===== src/rtl/brus16_pkg.sv =====
`default_nettype none
// ============================================================================
//  Module      : brus16_pkg
//  Description : Shared types and constants for the frame scheduler and GPU.
//                Holds the scheduler state encoding, the default copy window
//                (also used by the GPU register file) and an 8-bit
//                saturating increment helper.
//  Revision    : 1.0  initial release
// ============================================================================
package brus16_pkg;

    // Scheduler states; 3 bits hold all five states.
    typedef enum logic [2:0] {
        ST_RUN        = 3'd0,
        ST_WAIT_VSYNC = 3'd1,
        ST_COPY       = 3'd2,
        ST_DRAIN      = 3'd3,
        ST_RESUME     = 3'd4
    } sched_state_e;

    // Default copy window, shared with the GPU register file sizing.
    localparam logic [12:0] DEF_COPY_BASE = 13'h0000;
    localparam int          DEF_COPY_LEN  = 384;
    localparam int          DEF_GPU_AW    = 9;

    // Increment that sticks at 255 instead of wrapping.
    function automatic logic [7:0] sat_inc8(input logic [7:0] val);
        return (val == 8'hFF) ? val : val + 8'd1;
    endfunction

endpackage : brus16_pkg
`default_nettype wire


===== src/rtl/frame_sched.sv =====
`default_nettype none
// ============================================================================
//  Module      : frame_sched
//  Description : Per-frame scheduler. When the CPU halts at end of frame and
//                vsync arrives, it borrows the data bsram read port, copies
//                COPY_LEN words starting at COPY_BASE into the GPU register
//                file and then pulses the CPU resume input.
//  Ports       : clk, reset (async, active-low)
//                vsync, cpu_halted          -> frame handshake inputs
//                cpu_resume                 -> one-cycle CPU resume pulse
//                cpu_mem_din_addr/dout_we   -> CPU side of the bsram port
//                mem_din_addr, mem_we       -> muxed/gated bsram controls
//                mem_dout                   -> bsram read data (1-cycle latency)
//                gpu_we, gpu_addr, gpu_data -> GPU register file write port
//                busy                       -> copy in progress
//                overrun_cnt                -> saturating dropped-frame count
//  Revision    : 1.0  initial release
// ============================================================================
module frame_sched
    import brus16_pkg::*;
#(
    parameter int                    DATA_WIDTH = 13,
    parameter logic [DATA_WIDTH-1:0] COPY_BASE  = DATA_WIDTH'(DEF_COPY_BASE),
    parameter int                    COPY_LEN   = DEF_COPY_LEN,
    parameter int                    GPU_AW     = DEF_GPU_AW
) (
    input  logic                  clk,
    input  logic                  reset,
    input  logic                  vsync,
    input  logic                  cpu_halted,
    output logic                  cpu_resume,
    input  logic [DATA_WIDTH-1:0] cpu_mem_din_addr,
    input  logic                  cpu_mem_dout_we,
    output logic [DATA_WIDTH-1:0] mem_din_addr,
    output logic                  mem_we,
    input  logic [15:0]           mem_dout,
    output logic                  gpu_we,
    output logic [GPU_AW-1:0]     gpu_addr,
    output logic [15:0]           gpu_data,
    output logic                  busy,
    output logic [7:0]            overrun_cnt
);

    localparam logic [GPU_AW-1:0] LAST_INDEX = GPU_AW'(COPY_LEN - 1);

    sched_state_e      state_q, state_d;
    logic [GPU_AW-1:0] index_q, index_d;
    // Read issued last cycle: its data is on mem_dout now.
    logic              wr_pend_q, wr_pend_d;
    logic [GPU_AW-1:0] wr_addr_q, wr_addr_d;
    // Resume was asserted last cycle; blocks re-entry while halt drops.
    logic              resume_prev_q, resume_prev_d;
    logic [7:0]        overrun_q, overrun_d;

    always_comb begin
        state_d       = state_q;
        index_d       = index_q;
        wr_pend_d     = 1'b0;
        wr_addr_d     = wr_addr_q;
        resume_prev_d = (state_q == ST_RESUME);
        overrun_d     = overrun_q;

        unique case (state_q)
            ST_RUN: begin
                // vsync while running means this frame missed its copy,
                // including the cycle in which the halt is first seen.
                if (vsync) begin
                    overrun_d = sat_inc8(overrun_q);
                end
                if (cpu_halted && !resume_prev_q) begin
                    state_d = ST_WAIT_VSYNC;
                end
            end
            ST_WAIT_VSYNC: begin
                // Halt dropping here is a protocol error: abandon quietly.
                if (!cpu_halted) begin
                    state_d = ST_RUN;
                end else if (vsync) begin
                    state_d = ST_COPY;
                    index_d = '0;
                end
            end
            ST_COPY: begin
                wr_pend_d = 1'b1;
                wr_addr_d = index_q;
                if (index_q == LAST_INDEX) begin
                    state_d = ST_DRAIN;
                end else begin
                    index_d = index_q + GPU_AW'(1);
                end
            end
            ST_DRAIN:  state_d = ST_RESUME;
            ST_RESUME: state_d = ST_RUN;
            default:   state_d = ST_RUN;
        endcase
    end

    always_ff @(posedge clk or negedge reset) begin
        if (!reset) begin
            state_q       <= ST_RUN;
            index_q       <= '0;
            wr_pend_q     <= 1'b0;
            wr_addr_q     <= '0;
            resume_prev_q <= 1'b0;
            overrun_q     <= 8'd0;
        end else begin
            state_q       <= state_d;
            index_q       <= index_d;
            wr_pend_q     <= wr_pend_d;
            wr_addr_q     <= wr_addr_d;
            resume_prev_q <= resume_prev_d;
            overrun_q     <= overrun_d;
        end
    end

    assign mem_din_addr = (state_q == ST_COPY)
                        ? COPY_BASE + DATA_WIDTH'(index_q)
                        : cpu_mem_din_addr;
    assign mem_we       = (state_q == ST_RUN) ? cpu_mem_dout_we : 1'b0;

    // The bsram output register is the write-data stage, so the GPU write
    // strobe comes straight from the pending flag without another register.
    assign gpu_we       = wr_pend_q;
    assign gpu_addr     = wr_addr_q;
    assign gpu_data     = wr_pend_q ? mem_dout : 16'd0;

    assign cpu_resume   = (state_q == ST_RESUME);
    assign busy         = (state_q == ST_COPY) || (state_q == ST_DRAIN);
    assign overrun_cnt  = overrun_q;

endmodule : frame_sched
`default_nettype wire

===== config.mk =====
export PLATFORM = sky130hd
export DESIGN_NAME = frame_sched
export DESIGN_NICKNAME = d
export VERILOG_FILES = /design/src/rtl/brus16_pkg.sv /design/src/rtl/frame_sched.sv
export SDC_FILE = /design/constraint.sdc
export NUM_CORES = 1
export LEC_CHECK = 0
export CORE_AREA = 2 2 65 67
export DETAILED_ROUTE_END_ITERATION = 8
export DIE_AREA = 0 0 67 69
export PLACE_DENSITY = 0.87
export SLEW_MARGIN = 5
export SYNTH_ARGS = -nofsm -noshare
export SYNTH_HDL_FRONTEND = slang
export SYNTH_SLANG_ARGS = --single-unit
export TNS_END_PERCENT = 10

===== constraint.sdc =====
create_clock -name clk -period 3 [get_ports clk]
set_input_delay 0.3 -clock clk [delete_from_list [all_inputs] [get_ports clk]]
set_output_delay 0.3 -clock clk [all_outputs]
set_load 0.01 [all_outputs]

==> results.sh, run 1 <==
export IMPL_first_pass_iters=4
export IMPL_slew_violations=0
export IMPL_setup_tns_final_ps=0
export IMPL_syn2layout_area_growth_pct=58.2
export IMPL_design_core_area_sq_mm=0.00391
export IMPL_cts_buffer_depth=2
export IMPL_gp_congestion=0.765
export IMPL_die_area_sq_mm=0.00462
export IMPL_syn_area_sq_mm=0.00164
export IMPL_p_int_uw=634
export IMPL_critPathArrivalTime_ps=2280
export IMPL_clock_latency_ps=270
export IMPL_start_kind="flip-flop"
export IMPL_fin_nets=308
export IMPL_path_common_cell="nand2_1"
export IMPL_tightestPinTransition_ps=420
export IMPL_grt_setup_unrepaired="false"
export IMPL_crit_slowest_cell="clkdlybuf4s50_1"
export IMPL_ant_nets=0
export IMPL_path_cells="or3b_1, inv_1, nand2_1, nand2_1, clkdlybuf4s50_1"
export IMPL_final_hold_viol_count=0
export IMPL_rows=23
export IMPL_post_cts_buffers=0
export IMPL_max_cap_violations=0
export IMPL_dieHeight_um=69
export IMPL_r2r_slack_ps=1080
export IMPL_avgSynthCellArea_sq_um=8.82
export IMPL_yosysWarnings=0
export IMPL_swShare=0.200
export IMPL_drive_gt1_frac=0.0443
export IMPL_io_buffers=83
export IMPL_cts_sinks=31
export IMPL_synthDominantCellAreaShare=0.473
export IMPL_grtUsageTotal=0.201
export IMPL_cp_required_ps=2700
export IMPL_p_leak_uw=0.00114
export IMPL_combPwrFrac=0.111
export IMPL_syn_num_nets=222
export IMPL_fin_skew_ps=5.68
export IMPL_ys_flop_type="dfrtp_1"
export IMPL_antenna_found_initial=0
export IMPL_power_density_mw_per_mm2=306
export IMPL_post_place_ws_ps=707
export IMPL_cts_tree="done"
export IMPL_crit_type="reg -> out"
export IMPL_synth_top_area_cell="dfrtp_1"
export IMPL_min_delay_path_class="in -> async"
export IMPL_nFillCells=322
export IMPL_synth_edff_count=0
export IMPL_crit_path_end_kind="output pin"
export IMPL_max_freq_ghz=0.388
export IMPL_final_common_cell="clkdlybuf4s50_1"
export IMPL_total_switching_power_uw=159
export IMPL_n_antenna_cell=0
export IMPL_cp_num_buf_inv=2
export IMPL_clk_pin_slew_ps=60
export IMPL_fin_ws_ps=420
export IMPL_gr_total_overflow=0
export IMPL_cts_buffers=5
export IMPL_min_period_over_period=0.860
export IMPL_setup_violations=0
export IMPL_ys_types=38
export IMPL_ir_worst_vdd_mv=0.272
export IMPL_vias=1614
export IMPL_dp_hpwl_mm=3.42
export IMPL_slew_headroom=0.720
export IMPL_outcome="finished, final reports clean"
export IMPL_grt_pass1_wl_mm=7.18
export IMPL_wl_per_cell_um=14.0
export IMPL_hold_buffers=0
export IMPL_drc=0
export IMPL_fin_crit_ps=2580
export IMPL_synth_area_leaders="dfrtp_1 (47%), nand2_1 (12%), and2_1 (8.8%), xor2_1 (3.2%), nand3_1 (2.1%)"
export IMPL_drt_iter0_drc=52
export IMPL_root_buffer="clkbuf_8"
export IMPL_ys_seq_area_frac=0.473
export IMPL_ctsResizeCount=0
export IMPL_slowest_delay_ps=520
export IMPL_fp_dieW_um=67
export IMPL_io_pin_count=84
export IMPL_seqPwrFrac=0.528
export IMPL_synthCells=186
export IMPL_clkPwrFrac=0.361
export IMPL_start_util=0.419
export IMPL_htreeDepth=2
export IMPL_via_per_inst=5.03
export IMPL_grt_pass1_vias=1568
export IMPL_crit_fanout=14
export IMPL_synth_seq_cells=31
export IMPL_final_cell_mix="clkdlybuf4s50_1 (83), nand2_1 (52), dfrtp_1 (31)"
export IMPL_grt_max_degree=32
export IMPL_critPathTopFamily="buffers and inverters"
export IMPL_synth_async_reset_ratio=1.00
export IMPL_drt_wl_total_mm=4.48
==> routing by layer <==
layer	wire (um)	up-vias	GRT usage
li1	-	786	-
met1	1800	755	0.241
met2	2240	66	0.336
met3	360	7	0.0424
met4	73	0	0.0952
met5	0	-	0
==> flip-flops by register name, summed over array words and instances, names as in the netlist <==
signal and count:
resume_prev_q 1, overrun_cnt 8, state_q 3, gpu_addr 9, gpu_we 1, index_q 9
==> final timing paths <==
path	from	end	cells past startpoint
max in group asynchronous	reset	gpu_addr[7]	2
max	state_q[2]	mem_din_addr[3]	5
max reg2reg	state_q[2]	index_q[6]	5
min in group clk	gpu_addr[3]	gpu_addr[3]	2
min reg2reg	gpu_addr[3]	gpu_addr[3]	2
min	reset	gpu_addr[2]	2
==> final cells by class <==
type,count,area (sq um),share of cell area
inverter,8,30.0,0.0116
timing repair buffer,85,846,0.326
clock buffer,6,72.6,0.0280
multi-input combinational,141,808,0.311
sequential,31,776,0.299
tap,50,62.6,0.0241
==> kinds of logic after synthesis <==
family / after synthesis / share of synthesized area
compound gates: 25 / 0.120
fa+ha+maj: 2 / 0.0153
buf+inv: 14 / 0.0343
simple gates: 106 / 0.314
xor+xnor: 7 / 0.0374
mux: 1 / 0.00686
flops: 31 / 0.473
==> synthesized netlist by cell type (2+ instances only) <==
master and instances:
clkbuf_1 3, inv_1 8, xor2_1 6, a31oi_1 5
o21ai_0 5, nor2_1 8, ha_1 2, a21oi_1 5
nand2_1 52, nand3_1 7, and2_1 23, dfrtp_1 31
buf_2 2, nor3_1 5
==> worst register-to-register path, cell delays in order (launching register included) <==
cell and delay (ps):
dfrtp_1 480, or3b_1 430, buf_4 240, a41oi_4 310, o21bai_4 230, a31oi_1 120
==> power groups by stage <==
stage | Sequential, uW | Clock, uW | Combinational, uW
after global placement | 426 | 0 | 86.8
after floorplan | 426 | 0 | 14.7
after detailed placement | 426 | 0 | 89.3
after global routing | 418 | 316 | 95.3
after CTS | 418 | 297 | 89.5
final | 418 | 286 | 88.2
==> metrics by stage <==
step	hold slack (ps)	area (sq um)	total power (uW)	util	cells
finish	420	2590	793	0.663	321
floorplan	4.41	1640	441	-	186
CTS	422	2590	805	0.663	321
global route	454	2590	829	0.663	321
global placement	460	2520	513	0.645	315
detailed placement	469	2520	515	0.645	315
Power figures use the tool's default switching activity.
==> inputs of run 2 (changes only) <==
--- a/config.mk
+++ b/config.mk
@@ -6,9 +6,11 @@
 export NUM_CORES = 1
 export LEC_CHECK = 0
 export CORE_AREA = 2 2 65 67
+export CTS_BUF_LIST = sky130_fd_sc_hd__clkbuf_8
 export DETAILED_ROUTE_END_ITERATION = 8
 export DIE_AREA = 0 0 67 69
 export PLACE_DENSITY = 0.87
+export RECOVER_POWER = 25
 export SLEW_MARGIN = 5
 export SYNTH_ARGS = -nofsm -noshare
 export SYNTH_HDL_FRONTEND = slang
==> run 2 against run 1 <==
Net effect:
- utilization is 0.096 points lower
- cell count unchanged
- the run now ends with capacitance limit, slew limit left
- fmax hardly changed
- clock-buffer cell count decreased by 1
- largest cell class unchanged
==> results.sh, run 2 (same netlist as run 1, synthesis figures left out) <==
export IMPL_via_per_inst=5.03
export IMPL_fin_skew_ps=5.32
export IMPL_cts_buffers=5
export IMPL_gp_congestion=0.765
export IMPL_cp_num_buf_inv=2
export IMPL_drt_iter0_drc=52
export IMPL_tightestPinTransition_ps=1670
export IMPL_cts_tree="done"
export IMPL_syn2layout_area_growth_pct=58.0
export IMPL_cts_buffer_depth=2
export IMPL_fin_ws_ps=419
export IMPL_io_pin_count=84
export IMPL_p_int_uw=630
export IMPL_gr_total_overflow=0
export IMPL_start_kind="flip-flop"
export IMPL_root_buffer="clkbuf_8"
export IMPL_min_delay_path_class="reg -> reg"
export IMPL_path_cells="or3b_1, inv_1, nand2_1, nand2_1, clkdlybuf4s50_1"
export IMPL_first_pass_iters=4
export IMPL_max_cap_violations=1
export IMPL_swShare=0.202
export IMPL_slew_headroom=-0.115
export IMPL_fin_crit_ps=2580
export IMPL_wl_per_cell_um=14.0
export IMPL_dp_hpwl_mm=3.42
export IMPL_io_buffers=83
export IMPL_post_place_ws_ps=707
export IMPL_drive_gt1_frac=0.0406
export IMPL_vias=1614
export IMPL_grt_pass1_wl_mm=7.18
export IMPL_min_period_over_period=0.860
export IMPL_final_hold_viol_count=0
export IMPL_grt_max_degree=32
export IMPL_max_freq_ghz=0.387
export IMPL_start_util=0.419
export IMPL_crit_fanout=14
export IMPL_path_common_cell="nand2_1"
export IMPL_slowest_delay_ps=520
export IMPL_grt_pass1_vias=1568
export IMPL_cp_required_ps=2700
export IMPL_grt_setup_unrepaired="false"
export IMPL_slew_violations=32
export IMPL_clkPwrFrac=0.359
export IMPL_outcome="complete, but fails checks"
export IMPL_power_density_mw_per_mm2=304
export IMPL_design_core_area_sq_mm=0.00391
export IMPL_cts_sinks=31
export IMPL_htreeDepth=2
export IMPL_whs_ps=476
export IMPL_violations="capacitance limit, slew limit"
export IMPL_regArea_sq_um=776
export IMPL_critPathArrivalTime_ps=2280
export IMPL_crit_type="reg -> out"
export IMPL_crit_path_end_kind="output pin"
export IMPL_setup_violations=0
export IMPL_die_area_sq_mm=0.00462
export IMPL_critPathTopFamily="buffers and inverters"
export IMPL_clk_pin_slew_ps=60
export IMPL_ant_nets=0
export IMPL_drt_wl_total_mm=4.49
export IMPL_drc=0
export IMPL_ir_worst_vdd_mv=0.272
export IMPL_hold_buffers=0
export IMPL_clock_latency_ps=270
export IMPL_seqPwrFrac=0.530
export IMPL_combPwrFrac=0.111
export IMPL_rows=23
export IMPL_grtUsageTotal=0.201
export IMPL_total_switching_power_uw=159
export IMPL_fin_nets=308
export IMPL_n_antenna_cell=0
export IMPL_fp_dieW_um=67
export IMPL_antenna_found_initial=0
export IMPL_ctsResizeCount=0
export IMPL_final_cell_mix="clkdlybuf4s50_1 (82), nand2_1 (52), dfrtp_1 (31)"
export IMPL_post_cts_buffers=0
export IMPL_final_common_cell="clkdlybuf4s50_1"
export IMPL_multi_input_area_sq_um=808
export IMPL_p_leak_uw=0.00114
export IMPL_crit_slowest_cell="clkdlybuf4s50_1"
export IMPL_nFillCells=324
export IMPL_setup_tns_final_ps=0
export IMPL_dieHeight_um=69
-- run 2: final timing paths --
path	startpoint	to	slack (ps)	cells past startpoint
worst max-delay path	state_q[2]	mem_din_addr[3]	420	5
worst min-delay path	gpu_addr[3]	gpu_addr[3]	480	2
worst max register to register	state_q[2]	index_q[6]	1080	5
worst min register to register	gpu_addr[3]	gpu_addr[3]	480	2
max in group asynchronous	reset	gpu_addr[7]	1040	2
min in group asynchronous	reset	gpu_addr[2]	990	2
-- run 2: power groups by stage --
stage / registers (uW) / clock network [uW] / logic, uW
CTS: 418 / 295 / 89.5
global route: 418 / 312 / 94.4
finish: 418 / 283 / 87.4
global placement: 426 / 0 / 86.8
detailed placement: 426 / 0 / 89.3
floorplan: 426 / 0 / 14.7
-- run 2: cell type report --
cell class / count / share of cell area
Inverter: 8 / 0.0116
Timing Repair Buffer: 85 / 0.325
Multi-Input combinational cell: 141 / 0.312
Sequential cell: 31 / 0.299
Tap cell: 50 / 0.0241
Clock buffer: 5 / 0.0266
Clock inverter: 1 / 0.00145
-- run 2: worst min-delay path, delay by kind of cell (launching register included) --
family | cells | cell delay [ps]
DFF | 1 | 340
and+or+nand+nor | 2 | 110
-- run 2: per-layer routing --
metal | GRT usage | routed length, um | vias to the layer above
met5 | 0 | 0 | -
met4 | 0.0952 | 73 | 0
met3 | 0.0424 | 360 | 7
met2 | 0.336 | 2240 | 66
met1 | 0.241 | 1810 | 755
li1 | - | - | 786
-- run 2: per-stage QoR --
stage | total power, uW | std cells | util | area, sq um
floorplan | 441 | 186 | - | 1640
global placement | 513 | 315 | 0.645 | 2520
detailed placement | 515 | 315 | 0.645 | 2520
CTS | 802 | 321 | 0.663 | 2590
global route | 825 | 321 | 0.662 | 2590
finish | 789 | 321 | 0.662 | 2590
